$ cat config.mk
export PLATFORM = sky130hd
export DESIGN_NAME = adc_serial_rx
export DESIGN_NICKNAME = d
export VERILOG_FILES = /design/src/rtl/adc_serial_rx.sv
export SDC_FILE = /design/constraint.sdc
export NUM_CORES = 1
export LEC_CHECK = 0
export CAP_MARGIN = 20
export CORE_ASPECT_RATIO = 0.5
export CORE_MARGIN = 2
export CORE_UTILIZATION = 30
export DETAILED_ROUTE_END_ITERATION = 10
export PLACE_DENSITY_LB_ADDON = 0.12
export SYNTH_ARGS = -nofsm -noshare
export SYNTH_HDL_FRONTEND = slang
export SYNTH_SLANG_ARGS = --single-unit
export TNS_END_PERCENT = 50
$ cat constraint.sdc
create_clock -name clk -period 5.7 [get_ports clk]
set_clock_uncertainty 0.2 [all_clocks]
set_input_delay 1.14 -clock clk [delete_from_list [all_inputs] [get_ports clk]]
set_output_delay 1.14 -clock clk [all_outputs]
set_load 0.02 [all_outputs]
$ cat src/rtl/adc_serial_rx.sv
// ---------------------------------------------------------------------------
// adc_serial_rx
//
// Receive-side deserializer for the ADC controller's serial output stream.
// Rebuilds each WIDTH-bit conversion word MSB-first while DataMark is high,
// rejects frames of the wrong length, compares each good word against the
// parallel result B latched on LoadReg, and queues {mismatch, word} in a
// small first-word-fall-through FIFO with a valid/ready consumer interface.
//
// Ports:
//   clk          : single clock, everything on the rising edge
//   clr          : synchronous active-high reset
//   DataMark     : frame enable, high for WIDTH cycles per frame
//   SerialOutput : serial data bit, MSB first, valid while DataMark=1
//   LoadReg      : one-cycle pulse, B holds the parallel reference result
//   B            : parallel conversion result
//   rx_data      : head-of-FIFO word (0 when the FIFO is empty)
//   rx_mismatch  : head word differed from its latched reference
//   rx_valid     : FIFO non-empty
//   rx_ready     : consumer accepts the head word when rx_valid is also high
//   frame_err    : one-cycle pulse after a short or long frame
//   overflow     : one-cycle pulse after a good word is dropped (FIFO full)
//   count        : current FIFO occupancy
// ---------------------------------------------------------------------------
module adc_serial_rx #(
    parameter int WIDTH      = 8,
    parameter int FIFO_DEPTH = 4
) (
    input  logic                        clk,
    input  logic                        clr,
    input  logic                        DataMark,
    input  logic                        SerialOutput,
    input  logic                        LoadReg,
    input  logic [WIDTH-1:0]            B,
    output logic [WIDTH-1:0]            rx_data,
    output logic                        rx_mismatch,
    output logic                        rx_valid,
    input  logic                        rx_ready,
    output logic                        frame_err,
    output logic                        overflow,
    output logic [$clog2(FIFO_DEPTH):0] count
);

    localparam int PTR_W = $clog2(FIFO_DEPTH);
    localparam int OCC_W = PTR_W + 1;
    localparam int CNT_W = $clog2(WIDTH + 1);

    localparam logic [CNT_W-1:0] FULL_BITS = CNT_W'(WIDTH);
    localparam logic [OCC_W-1:0] DEPTH_OCC = OCC_W'(FIFO_DEPTH);

    typedef enum logic [1:0] {
        IDLE,
        SHIFT,
        OVERRUN
    } state_e;

    state_e             state_q;
    logic [WIDTH-1:0]   shift_q;
    logic [CNT_W-1:0]   bitcnt_q;
    logic               frame_err_q;

    logic [WIDTH-1:0]   ref_q;
    logic               ref_valid_q;

    logic [WIDTH:0]     mem_q [FIFO_DEPTH];
    logic [PTR_W-1:0]   wr_ptr_q;
    logic [PTR_W-1:0]   rd_ptr_q;
    logic [OCC_W-1:0]   count_q;
    logic               overflow_q;

    logic               push;
    logic               pop;
    logic               full;
    logic               accept;
    logic               drop;
    logic [WIDTH:0]     entry;
    logic [WIDTH:0]     head;

    // A good frame ends when DataMark falls with exactly WIDTH bits collected.
    // The mismatch flag is formed from the reference held before this edge,
    // so a LoadReg arriving in the same cycle only affects the next word.
    // A full FIFO still accepts a push when the head is popped in that cycle.
    always_comb begin
        push   = (state_q == SHIFT) && !DataMark && (bitcnt_q == FULL_BITS);
        entry  = {ref_valid_q && (shift_q != ref_q), shift_q};
        full   = (count_q == DEPTH_OCC);
        pop    = (count_q != '0) && rx_ready;
        accept = push && (!full || pop);
        drop   = push && full && !pop;
    end

    // Deserializer FSM: collects bits while DataMark is high, parks in
    // OVERRUN once a frame runs past WIDTH bits, and flags any frame whose
    // length is wrong when DataMark finally drops. Reset simply abandons a
    // partial frame without raising frame_err.
    always_ff @(posedge clk) begin
        if (clr) begin
            state_q     <= IDLE;
            shift_q     <= '0;
            bitcnt_q    <= '0;
            frame_err_q <= 1'b0;
        end else begin
            frame_err_q <= 1'b0;
            case (state_q)
                IDLE: begin
                    if (DataMark) begin
                        shift_q  <= {{(WIDTH-1){1'b0}}, SerialOutput};
                        bitcnt_q <= CNT_W'(1);
                        state_q  <= SHIFT;
                    end
                end
                SHIFT: begin
                    if (DataMark) begin
                        if (bitcnt_q == FULL_BITS) begin
                            state_q <= OVERRUN;
                        end else begin
                            shift_q  <= {shift_q[WIDTH-2:0], SerialOutput};
                            bitcnt_q <= bitcnt_q + CNT_W'(1);
                        end
                    end else begin
                        if (bitcnt_q != FULL_BITS) begin
                            frame_err_q <= 1'b1;
                        end
                        bitcnt_q <= '0;
                        state_q  <= IDLE;
                    end
                end
                OVERRUN: begin
                    if (!DataMark) begin
                        frame_err_q <= 1'b1;
                        bitcnt_q    <= '0;
                        state_q     <= IDLE;
                    end
                end
                default: begin
                    state_q <= IDLE;
                end
            endcase
        end
    end

    // Reference register: LoadReg always wins so a same-cycle push does not
    // erase the freshly captured B; otherwise a push consumes the reference.
    always_ff @(posedge clk) begin
        if (clr) begin
            ref_q       <= '0;
            ref_valid_q <= 1'b0;
        end else if (LoadReg) begin
            ref_q       <= B;
            ref_valid_q <= 1'b1;
        end else if (push) begin
            ref_valid_q <= 1'b0;
        end
    end

    // Receive FIFO: power-of-two depth lets the pointers wrap on overflow of
    // their own width. Storage is not reset; the outputs are gated by the
    // occupancy instead, so stale entries never show through.
    always_ff @(posedge clk) begin
        if (clr) begin
            wr_ptr_q   <= '0;
            rd_ptr_q   <= '0;
            count_q    <= '0;
            overflow_q <= 1'b0;
        end else begin
            overflow_q <= drop;
            if (accept) begin
                mem_q[wr_ptr_q] <= entry;
                wr_ptr_q        <= wr_ptr_q + PTR_W'(1);
            end
            if (pop) begin
                rd_ptr_q <= rd_ptr_q + PTR_W'(1);
            end
            case ({accept, pop})
                2'b10:   count_q <= count_q + OCC_W'(1);
                2'b01:   count_q <= count_q - OCC_W'(1);
                default: count_q <= count_q;
            endcase
        end
    end

    assign head        = mem_q[rd_ptr_q];
    assign rx_valid    = (count_q != '0);
    assign rx_data     = rx_valid ? head[WIDTH-1:0] : '0;
    assign rx_mismatch = rx_valid & head[WIDTH];
    assign frame_err   = frame_err_q;
    assign overflow    = overflow_q;
    assign count       = count_q;

endmodule

======== Word level (Yosys, flattened, before mapping) ========
Memory sizes are Yosys's and may differ from the RTL's. A register that Yosys moved wholly into a read port is not among the register bits.
Index checks and enable logic that the tools add are counted.
word-level totals
  register bits ........................... 32
  latch bits .............................. 0
  memory bits (writable) .................. 36
  ROM bits ................................ 0
  input port bits ......................... 14
  memories ................................ 1
operators by class
  add/subtract/negate cells ............... 5
  multiply operators ...................... 0
  divide/modulo/power cells ............... 0
  order comparisons ....................... 0
  equal/unequal tests ..................... 14
  shift-type cells ........................ 0
  mux-type cells .......................... 27
  bitwise operators ....................... 1
  reduce and logical (&&, ||, !) cells .... 20
memory list
  memory  words  bits a word  rd ports  clocked after memory_dff  write ports  RTL line  RTL
  mem_q   4      9            1         1                         1            65        logic [WIDTH:0] mem_q [FIFO_DEPTH];
operators with widths
  operator               number
  $mux W8                4
  $mux W4                4
  $pmux W8 S2            1
  $mux W2                6
  $pmux W4 S3            1
  $mux W1                8
  $ne A2 B2 Y1 const B   4
  $ne A8 B8 Y1           1
  $reduce_and A4 Y1      2
  $logic_and A1 B1 Y1    7
  $pmux W2 S3            1
  $pmux W3 S2            1
  $reduce_bool A2 Y1     3
  $reduce_bool A3 Y1     2
  $add A2 B1 Y2 const B  2
  $add A4 B1 Y4 const B  1
  $eq A2 B1 Y1 const B   2
  $eq A2 B2 Y1 const B   2
  $eq A4 B4 Y1 const B   1
  $ne A4 B4 Y1 const B   1
  $add A3 B1 Y3 const B  1
  $eq A3 B3 Y1 const B   1
  $logic_not A1 Y1       3
  $ne A3 B2 Y1 const B   1
  other kinds (7)        7

======== Logic depth before layout (Yosys ltp) ========
Gate-level depths: netlist (run 1).
  word-level depth ........................ 7
  depth in mapped cells ................... 11

======== Worst setup path before layout (run 1) ========
Ideal clock, no wire load.
  path type ............................... input port to flip-flop
  from .................................... input port rx_ready
  to ...................................... register count_q[2] (netlist: count[2])
  arrival time ............................ 2780 ps
  data required time ...................... 5429 ps
  setup slack ............................. 2649 ps
  stages .................................. 9
  buffers on the path ..................... 0
  cell sequence ........................... nor4b_2 > nor3_2 > inv_1 > ha_1 > inv_1 > fa_1 > xor2_1 > or3_1 > a21oi_1
between the ends
  cells in the longest elaborated chain, start to end .. 5
  elaborated cells between the ends (all ways) .. 7
RTL lines
  element                                            RTL line  RTL
  from (decl)                                        38        input logic rx_ready,
  $logic_and A1 B1 Y1 *                              87        pop = (count_q != '0) && rx_ready;
  $logic_or A1 B1 Y1                                 88        accept = push && (!full || pop);
  $logic_and A1 B1 Y1                                88
  $eq A2 B1 Y1 or $eq A2 B2 Y1 (tied branches)       174       case ({accept, pop})
  $pmux W3 S2 or $reduce_bool A2 Y1 (tied branches)  -
  to (signal assigned)                               175       2'b10: count_q <= count_q + OCC_W'(1);
  to (signal assigned)                               176       2'b01: count_q <= count_q - OCC_W'(1);
  to (signal assigned)                               177       default: count_q <= count_q;
  to (decl)                                          68        logic [OCC_W-1:0] count_q;
Every way passes the cells marked *; elsewhere a longest branch is shown, timed or not.
A chain may end at the register's enable or synchronous reset.

==> results of run 1 <==
==> report_power, final <==
group          internal, W  switching, W   total, W
Combinational    0.0000295     0.0000334  0.0000629
Sequential        0.000533    0.00000593   0.000539
Clock             0.000290      0.000200   0.000490
==> worst max-delay path, stage by stage (launching register included) <==
cell and delay [ps]:
dfxtp_1 730, mux4_2 590, and2_1 170, clkdlybuf4s50_1 530
==> Yosys cell counts, types with 2 or more instances <==
master / count / area (sq um)
clkbuf_1: 6 / 22.5
mux2i_1: 20 / 200
and2_1: 21 / 131
nor4_1: 2 / 12.5
or3_1: 2 / 12.5
xnor2_1: 2 / 17.5
nor3_1: 3 / 15.0
xor2_1: 11 / 96.3
dfxtp_1: 34 / 681
o21ai_0: 2 / 10.0
nand3_1: 2 / 10.0
mux4_2: 9 / 203
inv_1: 11 / 41.3
buf_2: 3 / 15.0
nor2_1: 30 / 113
edfxtp_1: 36 / 1080
ha_1: 11 / 138
a21oi_1: 5 / 25.0
==> cell type report <==
class / count / area, sq um / share of cell area [%]
repair buffers: 29 / 288 / 7.65
flip-flops and latches: 70 / 1760 / 46.8
clock inverters: 7 / 41.3 / 1.10
well taps: 140 / 175 / 4.66
multi-input cells: 144 / 1230 / 32.7
inverters: 11 / 41.3 / 1.10
clock buffers: 9 / 225 / 5.99
==> worst max path at each step <==
| stage | start | cells after the start | end |
|---|---|---|---|
| detailed placement | DataMark | 9 | count[2] |
| global placement | DataMark | 9 | count[2] |
| global route | flop | 3 | rx_data[4] |
| finish | flop | 3 | rx_data[4] |
| CTS | flop | 3 | rx_data[4] |
| floorplan | rx_ready | 9 | count[2] |
==> cells by family after synthesis <==
logic type	share of synthesized area, %
buffers and inverters	2.80
flip-flops	57.2
adder cells (fa/ha/maj)	5.12
XOR/XNOR	3.70
AND/OR/NAND/NOR	12.7
AO/OA/AOI/OAI	4.47
multiplexers	13.9
==> flip-flops by register name, summed over array words and instances, names as in the netlist, named ones only <==
register / cells
bitcnt_q: 4
shift_q: 8
wr_ptr_q: 2
state_q: 2
overflow: 1
rd_ptr_q: 2
ref_q: 8
ref_valid_q: 1
count: 3
frame_err: 1
mem_q: 36
==> through the flow <==
stage	total power, W	instances	hold WS (ps)	setup WS [ps]	utilization, %
floorplan	0.000594	235	250	2650	-
global placement	0.000613	394	298	2050	34.7
finish	0.00109	410	302	2000	37.3
global route	0.00113	410	337	1830	37.3
CTS	0.00111	410	308	1910	37.3
detailed placement	0.000614	394	298	1960	34.7
==> metal layers <==
layer	GRT usage, %	up-vias	routed length, um
li1	-	898	-
met1	15.3	863	3030
met2	18.5	37	2580
met3	3.77	9	303
met4	5.45	0	86
met5	0	-	0
==> qor.yml, run 1 <==
drt_wl_total_um: 6000
synthDistinctLibCells: 43
antenna_found_initial: 0
slew_violations: 0
rows: 26
area_delta_synth_final_pct: 22.2
synth_edf_count: 36
yosysWarnings: 0
worstPathRequired_ps: 4360
antenna_cells: 0
synthArstFlopShare_pct: 0
dp_hpwl_um: 4170
setup_violations: 0
grt_max_degree: 35
min_path_cells: 2
ctsResizeCount: 0
r2r_start: "state_q[1]"
max_freq_mhz: 271
clockBufferDepth: 2
slew_headroom_pct: 57.2
drive_gt1_share_pct: 11.9
viasPerCell: 4.41
fp.dieArea_sq_um: 11100
die-width_um: 147
root_buffer: "clkbuf_16"
period_needed_ps: 3700
tightestPinTransition_ps: 642
port_buffers: 28
fin_nets: 291
ff2ff_setup_slack_ps: 2840
worstRegToRegCells: 11
hold_path_end: "ref_valid_q"
antenna_left: 0
synthCells: 235
hold_viol: 0
ir_worst_vdd_uv: 163
clk_latency_ps: 330
cts_tree: "yes"
finalSetupTns_ps: 0
drc: 0
cp_max_fo: 9
grt_pass1_wl_um: 9590
placed_area_sq_um: 3500
first_pass_iters: 4
hp-class: "flop to flop"
io-pin-count: 29
final_common_cell: "edfxtp_1"
syn-num-nets: 261
period_share_pct: 64.8
track_usage_pct: 11.8
fillCellCount: 1003
rsz0062_at_grt: "no"
initial_core_util_pct: 30.5
vias: 1807
coreArea_sq_um: 10100
grt_pass1_vias: 1810
cts.htree.levels: 3
path_class: "flop to output pin"
power_density_nw_per_um2: 290
cap_viol_max_count: 0
crit_arrival_ps: 2360
overflow: 0
r2r-end: "count[2]"
cp-start-kind: "flop"
post_cts_buffers: 0
ys.flop_type: "edfxtp_1"
path_clk_slew_ps: 50
die_h_um: 75.6
place.gp.congestion: 0.709
cts_sinks: 70
outcome: "completed"
hp-start: "ref_valid_q"
hold_buffers: 0
synth-seq-cells: 70
wire_per_inst_um: 14.6
syn_avg_cell_area_sq_um: 13.1
end_kind: "output pin"
syn_area_sq_um: 3080
final_cell_area_sq_um: 3760
cts_buffers: 9
p_leak_nw: 1.34
final_cell_mix: "36 x edfxtp_1, 34 x dfxtp_1, 30 x nor2_1"
yosysSeqAreaShare_pct: 57.2
drt_iter0_drc: 59
Note: power is estimated with default switching activity, not from simulation.
==> run 2: changes to the inputs <==
Clock period 5.7 ns to 3.4 ns, I/O delays scaled along.
==> run 2 against run 1 <==
  * Hold slack got worse by 7.6 ps
  * Flip-flop and latch count is the same
  * Cell area rose by 1.4%
  * Sequential share of layout area down 0.66 points
  * Register-to-register slack worse by 2100 ps
  * Power increased by 69%
  * Die area is the same
  * Largest power group unchanged
  * Clock power increased by 70%
  * First-iteration DRC count unchanged
  * Via count rose by 1.8%
  * Sequential power up 68%
  * Clock-buffer cell count increased by 1
  * Critical endpoint is now rx_data[6]
==> qor.yml, run 2 (synthesis results as in run 1) <==
hp-start: "ref_valid_q"
die_h_um: 75.6  # unchanged
fin_nets: 298  # +2.4%
hold_buffers: 0  # unchanged
largest_register: "mem_q"
final_cell_mix: "36 x edfxtp_1, 34 x dfxtp_1, 30 x nor2_1"
rsz0062_at_grt: "no"
drt_wl_total_um: 6010  # +0.15%
outcome: "completed"
crit_family: "buffers and inverters"
drc: 0  # unchanged
cts_sinks: 70  # unchanged
hold_path_end: "ref_valid_q"
tightestPinTransition_ps: 537  # -105 ps
first_pass_iters: 4  # unchanged
ff2ff_setup_slack_ps: 740  # -2100 ps
track_usage_pct: 12.1  # +0.25 points
crit_slowest_cell: "mux4_2"
end_kind: "output pin"
cap_viol_max_count: 0  # unchanged
ir_worst_vdd_uv: 219  # +34%
period_needed_ps: 2970
path_class: "flop to output pin"
min_path_cells: 2  # unchanged
instances_no_fill: 417  # +1.7%
slowest_delay_ps: 540  # -190 ps
grt_max_degree: 34  # -2.9%
cts_buffers: 9  # unchanged
overflow: 0  # unchanged
clockBufferDepth: 2  # unchanged
hp-class: "flop to flop"
antenna_found_initial: 0  # unchanged
area_delta_synth_final_pct: 24.0
wire_per_inst_um: 14.4  # -1.5%
drive_gt1_share_pct: 14.8  # +2.9 points
fp.dieArea_sq_um: 11100  # unchanged
path_cells: "buf_4, mux4_2, and2_1, clkdlybuf4s50_1"
drt_iter0_drc: 59  # unchanged
io-pin-count: 29  # unchanged
worstRegToRegCells: 8  # -3
post_cts_buffers: 0  # unchanged
grt_pass1_vias: 1820  # +0.55%
slew_violations: 0  # unchanged
vias: 1840  # +1.8%
final_common_cell: "edfxtp_1"
largest_reg_flops: 36  # unchanged
die-width_um: 147  # unchanged
clk_latency_ps: 330  # about the same
path_clk_slew_ps: 50  # about the same
cp_max_fo: 9  # unchanged
period_share_pct: 87.4
place.gp.congestion: 0.742  # +4.5%
slew_headroom_pct: 64.1  # +6.9 points
port_buffers: 28  # unchanged
dp.cells: 401  # +1.8%
dp_hpwl_um: 4150  # -0.58%
cts.htree.levels: 3  # unchanged
cp-start-kind: "flop"
cts_tree: "yes"
crit_arrival_ps: 2090  # -270 ps
crit_buf_inv: 2  # +1
p_leak_nw: 1.38  # +2.8%
setup_violations: 0  # unchanged
rows: 26  # unchanged
finalSetupTns_ps: 0  # unchanged
max_freq_mhz: 337
initial_core_util_pct: 30.5  # unchanged
grt_pass1_wl_um: 9640  # +0.50%
r2r-end: "count[2]"
hold_viol: 0  # unchanged
antenna_cells: 0  # unchanged
coreArea_sq_um: 10100  # unchanged
antenna_left: 0  # unchanged
root_buffer: "clkbuf_16"
r2r_start: "count[0]"
power_density_nw_per_um2: 484  # +67%
ctsResizeCount: 0  # unchanged
viasPerCell: 4.41  # +0.12%
worstPathRequired_ps: 2520  # -1840 ps
largestRegisters: "mem_q x36, ref_q x8, shift_q x8"
==> run 2: area by class of cell <==
cell class | instances | area [sq um]
Fill cell | 1001 | 6270
Sequential cell | 70 | 1760
Timing Repair Buffer | 36 | 340
Inverter | 11 | 41.3
Clock buffer | 10 | 229
Tap cell | 140 | 175
Clock inverter | 6 | 38.8
Multi-Input combinational cell | 144 | 1230
==> run 2: how the worst max path moves through the flow <==
| stage | startpoint | endpoint | slack (ps) | cells after the start |
|---|---|---|---|---|
| floorplan | rx_ready | count[2] | 810 | 9 |
| global placement | rx_ready | count[2] | 220 | 10 |
| detailed placement | rx_ready | count[2] | 130 | 10 |
| CTS | flop | rx_data[6] | 390 | 4 |
| global route | flop | rx_data[6] | 330 | 4 |
| finish | flop | rx_data[6] | 430 | 4 |
==> run 2: power by group <==
group          switching [W]  internal (W)
Sequential        0.00000977      0.000894
Combinational      0.0000589     0.0000518
Clock               0.000340      0.000491
==> run 2: through the flow <==
step	util [%]	cell area (sq um)	total power [W]	hold WS (ps)	worst slack, ps
2_1_floorplan	-	3080	0.000995	250	809
3_3_place_gp	35.2	3550	0.00103	291	222
3_5_place_dp	35.2	3550	0.00103	288	128
4_1_cts	37.8	3820	0.00188	299	386
5_1_grt	37.8	3820	0.00193	326	327
6_report	37.8	3820	0.00185	295	429
==> run 2: routing by layer <==
metal	GRT usage, %	part of all wire [%]	vias up
met5	0	0	-
met4	5.13	1.3	0
met3	5.75	4.2	6
met2	18.1	44	31
met1	15.2	51	892
li1	-	-	911
==> run 2: worst min-delay path: stages (launching register included) <==
cell	delay [ps]
dfxtp_1	310
o21ai_0	70
a21oi_1	60
